File: src/rtl/mem_port_arbiter_if.sv
//==============================================================================
// Module      : mem_port_arbiter_if
// Description : Bundles the fetch, data-access and shared-memory signals of the
//               memory port arbiter; the master view belongs to the arbiter.
// Revision    : 1.0 - initial release
//==============================================================================
`default_nettype none
`timescale 1ns/1ps

interface mem_port_arbiter_if #(
    parameter int ADDR_W = 32,
    parameter int DATA_W = 32
);
    // Instruction fetch side
    logic                  if_req;
    logic [ADDR_W-1:0]     if_addr;
    logic [DATA_W-1:0]     if_rdata;
    logic                  if_done;
    logic                  if_stall;

    // Data access side
    logic                  dm_read;
    logic                  dm_write;
    logic [ADDR_W-1:0]     dm_addr;
    logic [DATA_W-1:0]     dm_wdata;
    logic [DATA_W/8-1:0]   dm_web;
    logic [DATA_W-1:0]     dm_rdata;
    logic                  dm_done;
    logic                  dm_stall;

    // Shared memory side
    logic                  mem_req;
    logic                  mem_we;
    logic [ADDR_W-1:0]     mem_addr;
    logic [DATA_W-1:0]     mem_wdata;
    logic [DATA_W/8-1:0]   mem_web;
    logic [DATA_W-1:0]     mem_rdata;
    logic                  mem_ready;

    logic                  timeout_err;

    modport master (
        input  if_req, if_addr,
        output if_rdata, if_done, if_stall,
        input  dm_read, dm_write, dm_addr, dm_wdata, dm_web,
        output dm_rdata, dm_done, dm_stall,
        output mem_req, mem_we, mem_addr, mem_wdata, mem_web,
        input  mem_rdata, mem_ready,
        output timeout_err
    );

    modport slave (
        output if_req, if_addr,
        input  if_rdata, if_done, if_stall,
        output dm_read, dm_write, dm_addr, dm_wdata, dm_web,
        input  dm_rdata, dm_done, dm_stall,
        input  mem_req, mem_we, mem_addr, mem_wdata, mem_web,
        output mem_rdata, mem_ready,
        input  timeout_err
    );
endinterface

`default_nettype wire

File: src/rtl/mem_port_arbiter.sv
//==============================================================================
// Module      : mem_port_arbiter
// Description : Serialises fetch and data accesses onto one variable-latency
//               memory port, with per-requester stalls and an abort watchdog.
//               Define FAIR_RR_EN for round-robin tie-breaking (default: DM wins).
// Revision    : 1.0 - initial release
//==============================================================================
`default_nettype none
`timescale 1ns/1ps

module mem_port_arbiter #(
    parameter int ADDR_W         = 32,
    parameter int DATA_W         = 32,
    parameter int TIMEOUT_CYCLES = 16
) (
    input  logic               clk,
    input  logic               rst_n,
    mem_port_arbiter_if.master bus
);

    localparam int c_WEB_W = DATA_W / 8;
    localparam int c_CNT_W = $clog2(TIMEOUT_CYCLES);
    localparam logic [c_CNT_W-1:0] c_WDOG_MAX = c_CNT_W'(TIMEOUT_CYCLES - 1);

    localparam logic [1:0] c_IDLE   = 2'd0;
    localparam logic [1:0] c_DM_ACC = 2'd1;
    localparam logic [1:0] c_IF_ACC = 2'd2;

    logic [1:0]         r_state;
    logic [c_CNT_W-1:0] r_wdog;
    logic               r_mem_req;
    logic               r_mem_we;
    logic [ADDR_W-1:0]  r_mem_addr;
    logic [DATA_W-1:0]  r_mem_wdata;
    logic [c_WEB_W-1:0] r_mem_web;
    logic               r_timeout_err;

    logic w_dm_req;
    logic w_grant_dm;
    logic w_grant_if;
    logic w_in_acc;
    logic w_timeout;
    logic w_finish;

    assign w_dm_req = bus.dm_read | bus.dm_write;

`ifdef FAIR_RR_EN
    // Set when the most recent grant went to DM; reset value means IF.
    logic r_last_dm;

    assign w_grant_dm = w_dm_req & (~bus.if_req | ~r_last_dm);

    always_ff @(posedge clk or negedge rst_n) begin
        if (!rst_n) begin
            r_last_dm <= 1'b0;
        end else if (r_state == c_IDLE && (w_grant_dm || w_grant_if)) begin
            r_last_dm <= w_grant_dm;
        end
    end
`else
    assign w_grant_dm = w_dm_req;
`endif

    assign w_grant_if = bus.if_req & ~w_grant_dm;

    assign w_in_acc  = (r_state == c_DM_ACC) || (r_state == c_IF_ACC);
    // A ready arriving on the last allowed cycle still completes normally.
    assign w_timeout = w_in_acc & ~bus.mem_ready & (r_wdog == c_WDOG_MAX);
    assign w_finish  = w_in_acc & (bus.mem_ready | w_timeout);

    assign bus.if_done  = (r_state == c_IF_ACC) & w_finish;
    assign bus.dm_done  = (r_state == c_DM_ACC) & w_finish;
    assign bus.if_rdata = ((r_state == c_IF_ACC) && bus.mem_ready) ? bus.mem_rdata : '0;
    assign bus.dm_rdata = ((r_state == c_DM_ACC) && bus.mem_ready) ? bus.mem_rdata : '0;
    assign bus.if_stall = bus.if_req & ~bus.if_done;
    assign bus.dm_stall = w_dm_req & ~bus.dm_done;

    assign bus.mem_req     = r_mem_req;
    assign bus.mem_we      = r_mem_we;
    assign bus.mem_addr    = r_mem_addr;
    assign bus.mem_wdata   = r_mem_wdata;
    assign bus.mem_web     = r_mem_web;
    assign bus.timeout_err = r_timeout_err;

    always_ff @(posedge clk or negedge rst_n) begin
        if (!rst_n) begin
            r_state       <= c_IDLE;
            r_wdog        <= '0;
            r_mem_req     <= 1'b0;
            r_mem_we      <= 1'b0;
            r_mem_addr    <= '0;
            r_mem_wdata   <= '0;
            r_mem_web     <= '0;
            r_timeout_err <= 1'b0;
        end else begin
            case (r_state)
                c_IDLE: begin
                    r_wdog <= '0;
                    if (w_grant_dm) begin
                        r_state     <= c_DM_ACC;
                        r_mem_req   <= 1'b1;
                        r_mem_we    <= bus.dm_write;
                        r_mem_addr  <= bus.dm_addr;
                        r_mem_wdata <= bus.dm_wdata;
                        r_mem_web   <= bus.dm_write ? bus.dm_web : '0;
                    end else if (w_grant_if) begin
                        r_state    <= c_IF_ACC;
                        r_mem_req  <= 1'b1;
                        r_mem_we   <= 1'b0;
                        r_mem_addr <= bus.if_addr;
                        r_mem_web  <= '0;
                    end
                end
                c_DM_ACC, c_IF_ACC: begin
                    if (w_finish) begin
                        r_state   <= c_IDLE;
                        r_wdog    <= '0;
                        r_mem_req <= 1'b0;
                        r_mem_we  <= 1'b0;
                        r_mem_web <= '0;
                        if (w_timeout) begin
                            r_timeout_err <= 1'b1;
                        end
                    end else begin
                        r_wdog <= r_wdog + c_CNT_W'(1);
                    end
                end
                default: begin
                    r_state   <= c_IDLE;
                    r_mem_req <= 1'b0;
                    r_mem_we  <= 1'b0;
                    r_mem_web <= '0;
                end
            endcase
        end
    end

endmodule

`default_nettype wire

File: src/flat_wrapper.sv
// flat-port wrapper written by rule: the top's interface ports become plain ports
module mem_port_arbiter_flat 
#(
    parameter int ADDR_W         = 32,
    parameter int DATA_W         = 32,
    parameter int TIMEOUT_CYCLES = 16
)
  (clk, rst_n, bus_if_req, bus_if_addr, bus_if_rdata, bus_if_done, bus_if_stall, bus_dm_read, bus_dm_write, bus_dm_addr, bus_dm_wdata, bus_dm_web, bus_dm_rdata, bus_dm_done, bus_dm_stall, bus_mem_req, bus_mem_we, bus_mem_addr, bus_mem_wdata, bus_mem_web, bus_mem_rdata, bus_mem_ready, bus_timeout_err);
  mem_port_arbiter_if #(.ADDR_W(ADDR_W), .DATA_W(DATA_W)) bus_i ();
  input  logic clk;
  input  logic rst_n;
  input wire logic [$bits(bus_i.if_req)-1:0] bus_if_req;
  input wire logic [$bits(bus_i.if_addr)-1:0] bus_if_addr;
  output wire logic [$bits(bus_i.if_rdata)-1:0] bus_if_rdata;
  output wire logic [$bits(bus_i.if_done)-1:0] bus_if_done;
  output wire logic [$bits(bus_i.if_stall)-1:0] bus_if_stall;
  input wire logic [$bits(bus_i.dm_read)-1:0] bus_dm_read;
  input wire logic [$bits(bus_i.dm_write)-1:0] bus_dm_write;
  input wire logic [$bits(bus_i.dm_addr)-1:0] bus_dm_addr;
  input wire logic [$bits(bus_i.dm_wdata)-1:0] bus_dm_wdata;
  input wire logic [$bits(bus_i.dm_web)-1:0] bus_dm_web;
  output wire logic [$bits(bus_i.dm_rdata)-1:0] bus_dm_rdata;
  output wire logic [$bits(bus_i.dm_done)-1:0] bus_dm_done;
  output wire logic [$bits(bus_i.dm_stall)-1:0] bus_dm_stall;
  output wire logic [$bits(bus_i.mem_req)-1:0] bus_mem_req;
  output wire logic [$bits(bus_i.mem_we)-1:0] bus_mem_we;
  output wire logic [$bits(bus_i.mem_addr)-1:0] bus_mem_addr;
  output wire logic [$bits(bus_i.mem_wdata)-1:0] bus_mem_wdata;
  output wire logic [$bits(bus_i.mem_web)-1:0] bus_mem_web;
  input wire logic [$bits(bus_i.mem_rdata)-1:0] bus_mem_rdata;
  input wire logic [$bits(bus_i.mem_ready)-1:0] bus_mem_ready;
  output wire logic [$bits(bus_i.timeout_err)-1:0] bus_timeout_err;
  assign bus_i.if_req = bus_if_req;
  assign bus_i.if_addr = bus_if_addr;
  assign bus_if_rdata = bus_i.if_rdata;
  assign bus_if_done = bus_i.if_done;
  assign bus_if_stall = bus_i.if_stall;
  assign bus_i.dm_read = bus_dm_read;
  assign bus_i.dm_write = bus_dm_write;
  assign bus_i.dm_addr = bus_dm_addr;
  assign bus_i.dm_wdata = bus_dm_wdata;
  assign bus_i.dm_web = bus_dm_web;
  assign bus_dm_rdata = bus_i.dm_rdata;
  assign bus_dm_done = bus_i.dm_done;
  assign bus_dm_stall = bus_i.dm_stall;
  assign bus_mem_req = bus_i.mem_req;
  assign bus_mem_we = bus_i.mem_we;
  assign bus_mem_addr = bus_i.mem_addr;
  assign bus_mem_wdata = bus_i.mem_wdata;
  assign bus_mem_web = bus_i.mem_web;
  assign bus_i.mem_rdata = bus_mem_rdata;
  assign bus_i.mem_ready = bus_mem_ready;
  assign bus_timeout_err = bus_i.timeout_err;
  mem_port_arbiter #(.ADDR_W(ADDR_W), .DATA_W(DATA_W), .TIMEOUT_CYCLES(TIMEOUT_CYCLES)) u_core (.clk(clk), .rst_n(rst_n), .bus(bus_i));
endmodule
File: config.mk
export PLATFORM = sky130hd
export DESIGN_NAME = mem_port_arbiter_flat
export DESIGN_NICKNAME = d
export VERILOG_FILES = /design/src/rtl/mem_port_arbiter_if.sv /design/src/rtl/mem_port_arbiter.sv /design/src/flat_wrapper.sv
export SDC_FILE = /design/constraint.sdc
export NUM_CORES = 1
export LEC_CHECK = 0
export ABC_AREA = 1
export CORE_ASPECT_RATIO = 0.8
export CORE_UTILIZATION = 36
export DETAILED_ROUTE_END_ITERATION = 7
export PLACE_DENSITY = 0.79
export SYNTH_ARGS = -nofsm -noshare
export SYNTH_HDL_FRONTEND = slang
export SYNTH_SLANG_ARGS = --single-unit
File: constraint.sdc
create_clock -name clk -period 2 [get_ports clk]
set_clock_uncertainty 0.2 [all_clocks]
set_input_delay 0.3 -clock clk [delete_from_list [all_inputs] [get_ports clk]]
set_output_delay 0.3 -clock clk [all_outputs]
set_load 0.01 [all_outputs]
# After elaboration in Yosys (flattened, before gate mapping)
# Cells that the tools add are included.
word_totals:
  register_bits: 77
  input_bits: 138
  out_inout_bits: 139
  wordCells: 61
classes:
  addsub: 1
  n_eq_ne: 5
  n_mux: 22
  bitwise: 14
  n_reduce_logical: 11
ops:
  columns: ["cell", "count"]
  rows:
  - ["$mux W32", 4]
  - ["$mux W4", 5]
  - ["$pmux W4 S2", 2]
  - ["$and A1 B1 Y1", 8]
  - ["$mux W2", 3]
  - ["$reduce_and A2 Y1", 3]
  - ["$mux W1", 5]
  - ["$add A4 B1 Y4 const B", 1]
  - ["$eq A4 B4 Y1 const B", 1]
  - ["$not A1 Y1", 4]
  - ["$pmux W1 S2", 2]
  - ["$pmux W2 S2", 1]
  - ["$reduce_bool A2 Y1", 2]
  - ["$ne A3 B1 Y1 const B", 1]
  - ["$reduce_and A3 Y1", 1]
  - ["$eq A2 B1 Y1 const B", 1]
  - ["$eq A2 B2 Y1 const B", 1]
  - ["$logic_and A1 B1 Y1", 2]
  - ["$logic_not A2 Y1", 1]
  - ["$ne A2 B1 Y1 const B", 1]
  - ["$or A1 B1 Y1", 2]
  - ["$reduce_or A2 Y1", 1]
  - ["$logic_or A1 B1 Y1", 1]

# Logic depth before layout (Yosys ltp)
depth:
  word_depth: 9
  mapped_depth: 8
  mapped_depth_nobuf: 8

# Worst setup path after synthesis
# No wires, ideal clock.
synth_timing:
  path_kind: "register to register"
  from: "register u_core.r_state[0]"
  to: "register u_core.r_mem_web[0], in the netlist u_core.bus.mem_web[0]"
  setup_ns: 0.066
  arrival_time_ns: 1.394
  required_time_ns: 1.734
  slack_ns: 0.340
  stages_incl_launch_ff: 9
  path_buffers: 0
  path_cell_list: "dfrtp_1 > inv_1 > ha_1 > inv_1 > nor2_1 > nand2_2 > nand2_2 > nand2_1 > nand2_1"
synth_via:
  elab_chain_cells: 8
synth_rtl:
  columns: ["item", "line", "source"]
  rows:
  - ["start, declared", "mem_port_arbiter.sv:29", "logic [1:0] r_state;"]
  - ["start signal, assigned", "mem_port_arbiter.sv:87", "r_state <= c_IDLE;"]
  - ["start signal, assigned", "mem_port_arbiter.sv:100", "r_state <= c_DM_ACC;"]
  - ["start signal, assigned", "mem_port_arbiter.sv:107", "r_state <= c_IF_ACC;"]
  - ["$eq A2 B1 Y1 / $eq A2 B2 Y1 (equally long branches)", "mem_port_arbiter.sv:66, mem_port_arbiter.sv:96", null]
  - ["$logic_or A1 B1 Y1", "mem_port_arbiter.sv:66", "assign w_in_acc = (r_state == c_DM_ACC) || (r_state == c_IF_ACC);"]
  - ["$and A1 B1 Y1 (2 in series)", "mem_port_arbiter.sv:68", "assign w_timeout = w_in_acc & ~bus.mem_ready & (r_wdog == c_WDOG_MAX);"]
  - ["$or A1 B1 Y1", "mem_port_arbiter.sv:69", "assign w_finish = w_in_acc & (bus.mem_ready | w_timeout);"]
  - ["$and A1 B1 Y1", "mem_port_arbiter.sv:69", null]
  - ["$ne A2 B1 Y1 (no source line)", null, null]
  - ["$reduce_and A2 Y1 (no source line)", null, null]
  - ["end signal, assigned", "mem_port_arbiter.sv:105", "r_mem_web <= bus.dm_write ? bus.dm_web : '0;"]
  - ["end, declared", "mem_port_arbiter.sv:35", "logic [c_WEB_W-1:0] r_mem_web;"]
# Several ways; a longest one is shown, not always the timed one.
# A chain may end at the register's enable or synchronous reset.

# Final worst setup path
layout_timing:
  from: "register u_core.r_state[0]"
  to: "output port bus_if_rdata[16]"
layout_via:
  elab_chain_cells: 3
layout_rtl:
  columns: ["item", "line", "source"]
  rows:
  - ["$eq A2 B2 Y1", "mem_port_arbiter.sv:73", "assign bus.if_rdata = ((r_state == c_IF_ACC) && bus.mem_ready) ? bus.mem_rdata : '0;"]
  - ["$logic_and A1 B1 Y1", "mem_port_arbiter.sv:73", null]
  - ["$mux W32", "mem_port_arbiter.sv:73", null]
  - ["end, declared", "flat_wrapper.sv:14", "output wire logic [$bits(bus_i.if_rdata)-1:0] bus_if_rdata;"]
# No other way between the ends.

==> results_dict.tcl <==
set metrics [dict create \
    cp_max_fo 16 \
    nFillCells 841 \
    rrSetupSlack_ns 0.18 \
    fin_crit_sh 1.03 \
    slew_headroom 0.735 \
    layout_commonest_cell "nand2_1" \
    max_freq_mhz 487 \
    finalNetCount 1014 \
    syn-cell-area_sq_um 3990 \
    timing.critical_path.from "u_core.r_state[0]" \
    grt_pass1_wl_um 20800 \
    first_pass_iters 5 \
    synth_nets 722 \
    cts.sinks 77 \
    grt_pass1_vias 4236 \
    r2r-end "u_core.r_wdog[0]" \
    path_clk_slew_ns 0.05 \
    drv_cap 0 \
    antenna_found_initial 0 \
    synth_seq_area_share 0.483 \
    pwr_density_cell_nw_per_um2 1150 \
    clockBufferDepth 2 \
    outcome "finished with violations" \
    cp.required_ns 1.50 \
    syn_inst 579 \
    rr_worst_depth 7 \
    ys_types 21 \
    hp-class "flip-flop to flip-flop" \
    dieWidth_um 120 \
    core.rowCount 33 \
    final_util 0.700 \
    initial_core_util 0.379 \
    dp_hpwl_um 10400 \
    n_antenna_cell 0 \
    layout_common_cells "nand2_1, clkdlybuf4s50_1, dfrtp_1" \
    drive_gt1_frac 0.179 \
    portBuffers 276 \
    hold-path-cell-count 2 \
    cts_tree "built" \
    drtIter0Drc 146 \
    clock_latency_ns 0.32 \
    area_delta_synth_final_pct 84.6 \
    crit_path_end "bus_if_rdata[16]" \
    viasPerCell 4.41 \
    yosysWarningCount 0 \
    totalWireLength_um 13500 \
    violations "negative setup slack" \
    hold_viol 0 \
    gp_congestion 0.806 \
    io_pins 277 \
    tightest_slew_ns 0.397 \
    ir_drop_mv 0.546 \
    place_ws_ns -0.323 \
    dieArea_sq_um 11500 \
    htree_levels 3 \
    fin_ws_ns -0.0517 \
    grt_max_degree 36 \
    track_usage 0.232 \
    via_count 4477 \
    crit_arrival_ns 1.55 \
    cts-root-buf "clkbuf_16" \
    finalCriticalPeriod_ns 2.05 \
    cts_buffers 9 \
    syn_avg_cell_area_sq_um 6.89 \
    dieHeight_um 96.2 \
    routedWlPerCell_um 13.3 \
    p_leak_nw 3.92 \
    hold_slack_ns 0.267 \
    maxSlewViolCount 0 \
    endpoint_kind "output port" \
    ys_ff_latch 77 \
    critPathLaunchType "flip-flop" \
    final_antenna_net_count 0 \
    grt.overflow.total 0 \
    setup_violations 30 \
    rsz0062_at_grt "true" \
    criticalPathCategory "flip-flop to output port" \
    core_sq_um 10500 \
    remaining_drc_errors 0 \
    crit-reg2reg-launch "u_core.r_state[0]" \
]
[Yosys cell counts]
cell	instances	area share
ha_1	5	0.016
nand2_1	325	0.31
buf_6	3	0.0085
inv_2	3	0.0028
nand3b_1	1	0.0019
buf_2	13	0.016
nor2_1	72	0.068
clkinv_2	1	0.0013
nor2_8	1	0.0050
o21bai_1	1	0.0019
clkbuf_1	6	0.0056
buf_4	3	0.0056
a21oi_1	3	0.0038
nand2_2	3	0.0047
nand2_4	1	0.0028
o21ai_4	1	0.0041
inv_1	46	0.043
o21ai_0	2	0.0025
nand3_1	11	0.014
a21oi_4	1	0.0041
dfrtp_1	77	0.48
[kinds of logic (layout without fill, tap and decap cells)]
group | count (synthesis) | in the layout | synth area share
and+or+nand+nor | 414 | 414 | 0.402
DFF | 77 | 77 | 0.483
buffers and inverters | 75 | 372 | 0.0834
AOI/OAI and AO/OA | 8 | 8 | 0.0163
adders and majority gates | 5 | 5 | 0.0157
[registers in the layout, indices dropped and copies added, names as in the netlist]
register                flops
u_core.bus.mem_addr        32
u_core.bus.mem_req          1
u_core.bus.mem_wdata       32
u_core.bus.mem_we           1
u_core.bus.mem_web          4
u_core.bus.timeout_err      1
u_core.r_state              2
u_core.r_wdog               4
[per-stage QoR]
step / instances / setup TNS (ns) / area [sq um] / total power, W
after global routing: 1016 / -2.38 / 7370 / 0.00908
final: 1016 / -0.756 / 7370 / 0.00846
after CTS: 1013 / -1.21 / 7200 / 0.00847
after global placement: 993 / -17.63 / 7040 / 0.00688
after floorplan: 579 / 0 / 3990 / 0.00447
after detailed placement: 993 / -20.04 / 7040 / 0.00699
[worst max-delay path, cell delays in order, from the launching register on]
cell,delay [ns]
dfrtp_1,0.44
inv_2,0.12
ha_4,0.18
nand2_8,0.08
buf_12,0.17
nor2_1,0.10
buf_2,0.14
[timing repair]
| item | in CTS | in global routing |
|---|---|---|
| gates resized for setup | 267 | 73 |
| hold endpoints to repair | 28 | 0 |
| hold buffers | 1 | 0 |
| pin swaps | 0 | 5 |
| cloned | 2 | 1 |
| setup buffers | 1 | 2 |
| endpoints found under the setup margin | 68 | 63 |
[area by class of cell]
type	count	area, sq um	area share
clock buffers	11	233	0.0316
inverters	50	189	0.0256
flip-flops and latches	77	1930	0.262
clock inverters	5	35.0	0.00476
well taps	140	175	0.0238
repair buffers	306	2880	0.390
multi-input cells	427	1930	0.262
[per-layer routing]
metal	vias to the layer above	track usage	part of all wire
met5	-	0	0
met3	19	0.0746	0.074
met1	2000	0.277	0.42
met4	0	0.0740	0.017
met2	173	0.402	0.49
li1	2285	-	-
[worst min-delay path by stage]
stage	startpoint	to	slack (ns)
detailed placement	rst_n	u_core.r_wdog[2]	0.06
finish	u_core.bus.mem_addr[5]	u_core.bus.mem_addr[5]	0.27
CTS	u_core.bus.mem_addr[5]	u_core.bus.mem_addr[5]	0.27
global placement	rst_n	u_core.bus.timeout_err	0.05
floorplan	rst_n	u_core.bus.mem_addr[0]	-0.20
global route	u_core.bus.mem_addr[18]	u_core.bus.mem_addr[18]	0.29
[power by group]
group          total (W)  switching, W  internal [W]
Sequential       0.00266      0.000393       0.00226
Combinational    0.00438       0.00211       0.00227
Clock            0.00142      0.000580      0.000841
Power figures use the tool's default switching activity.
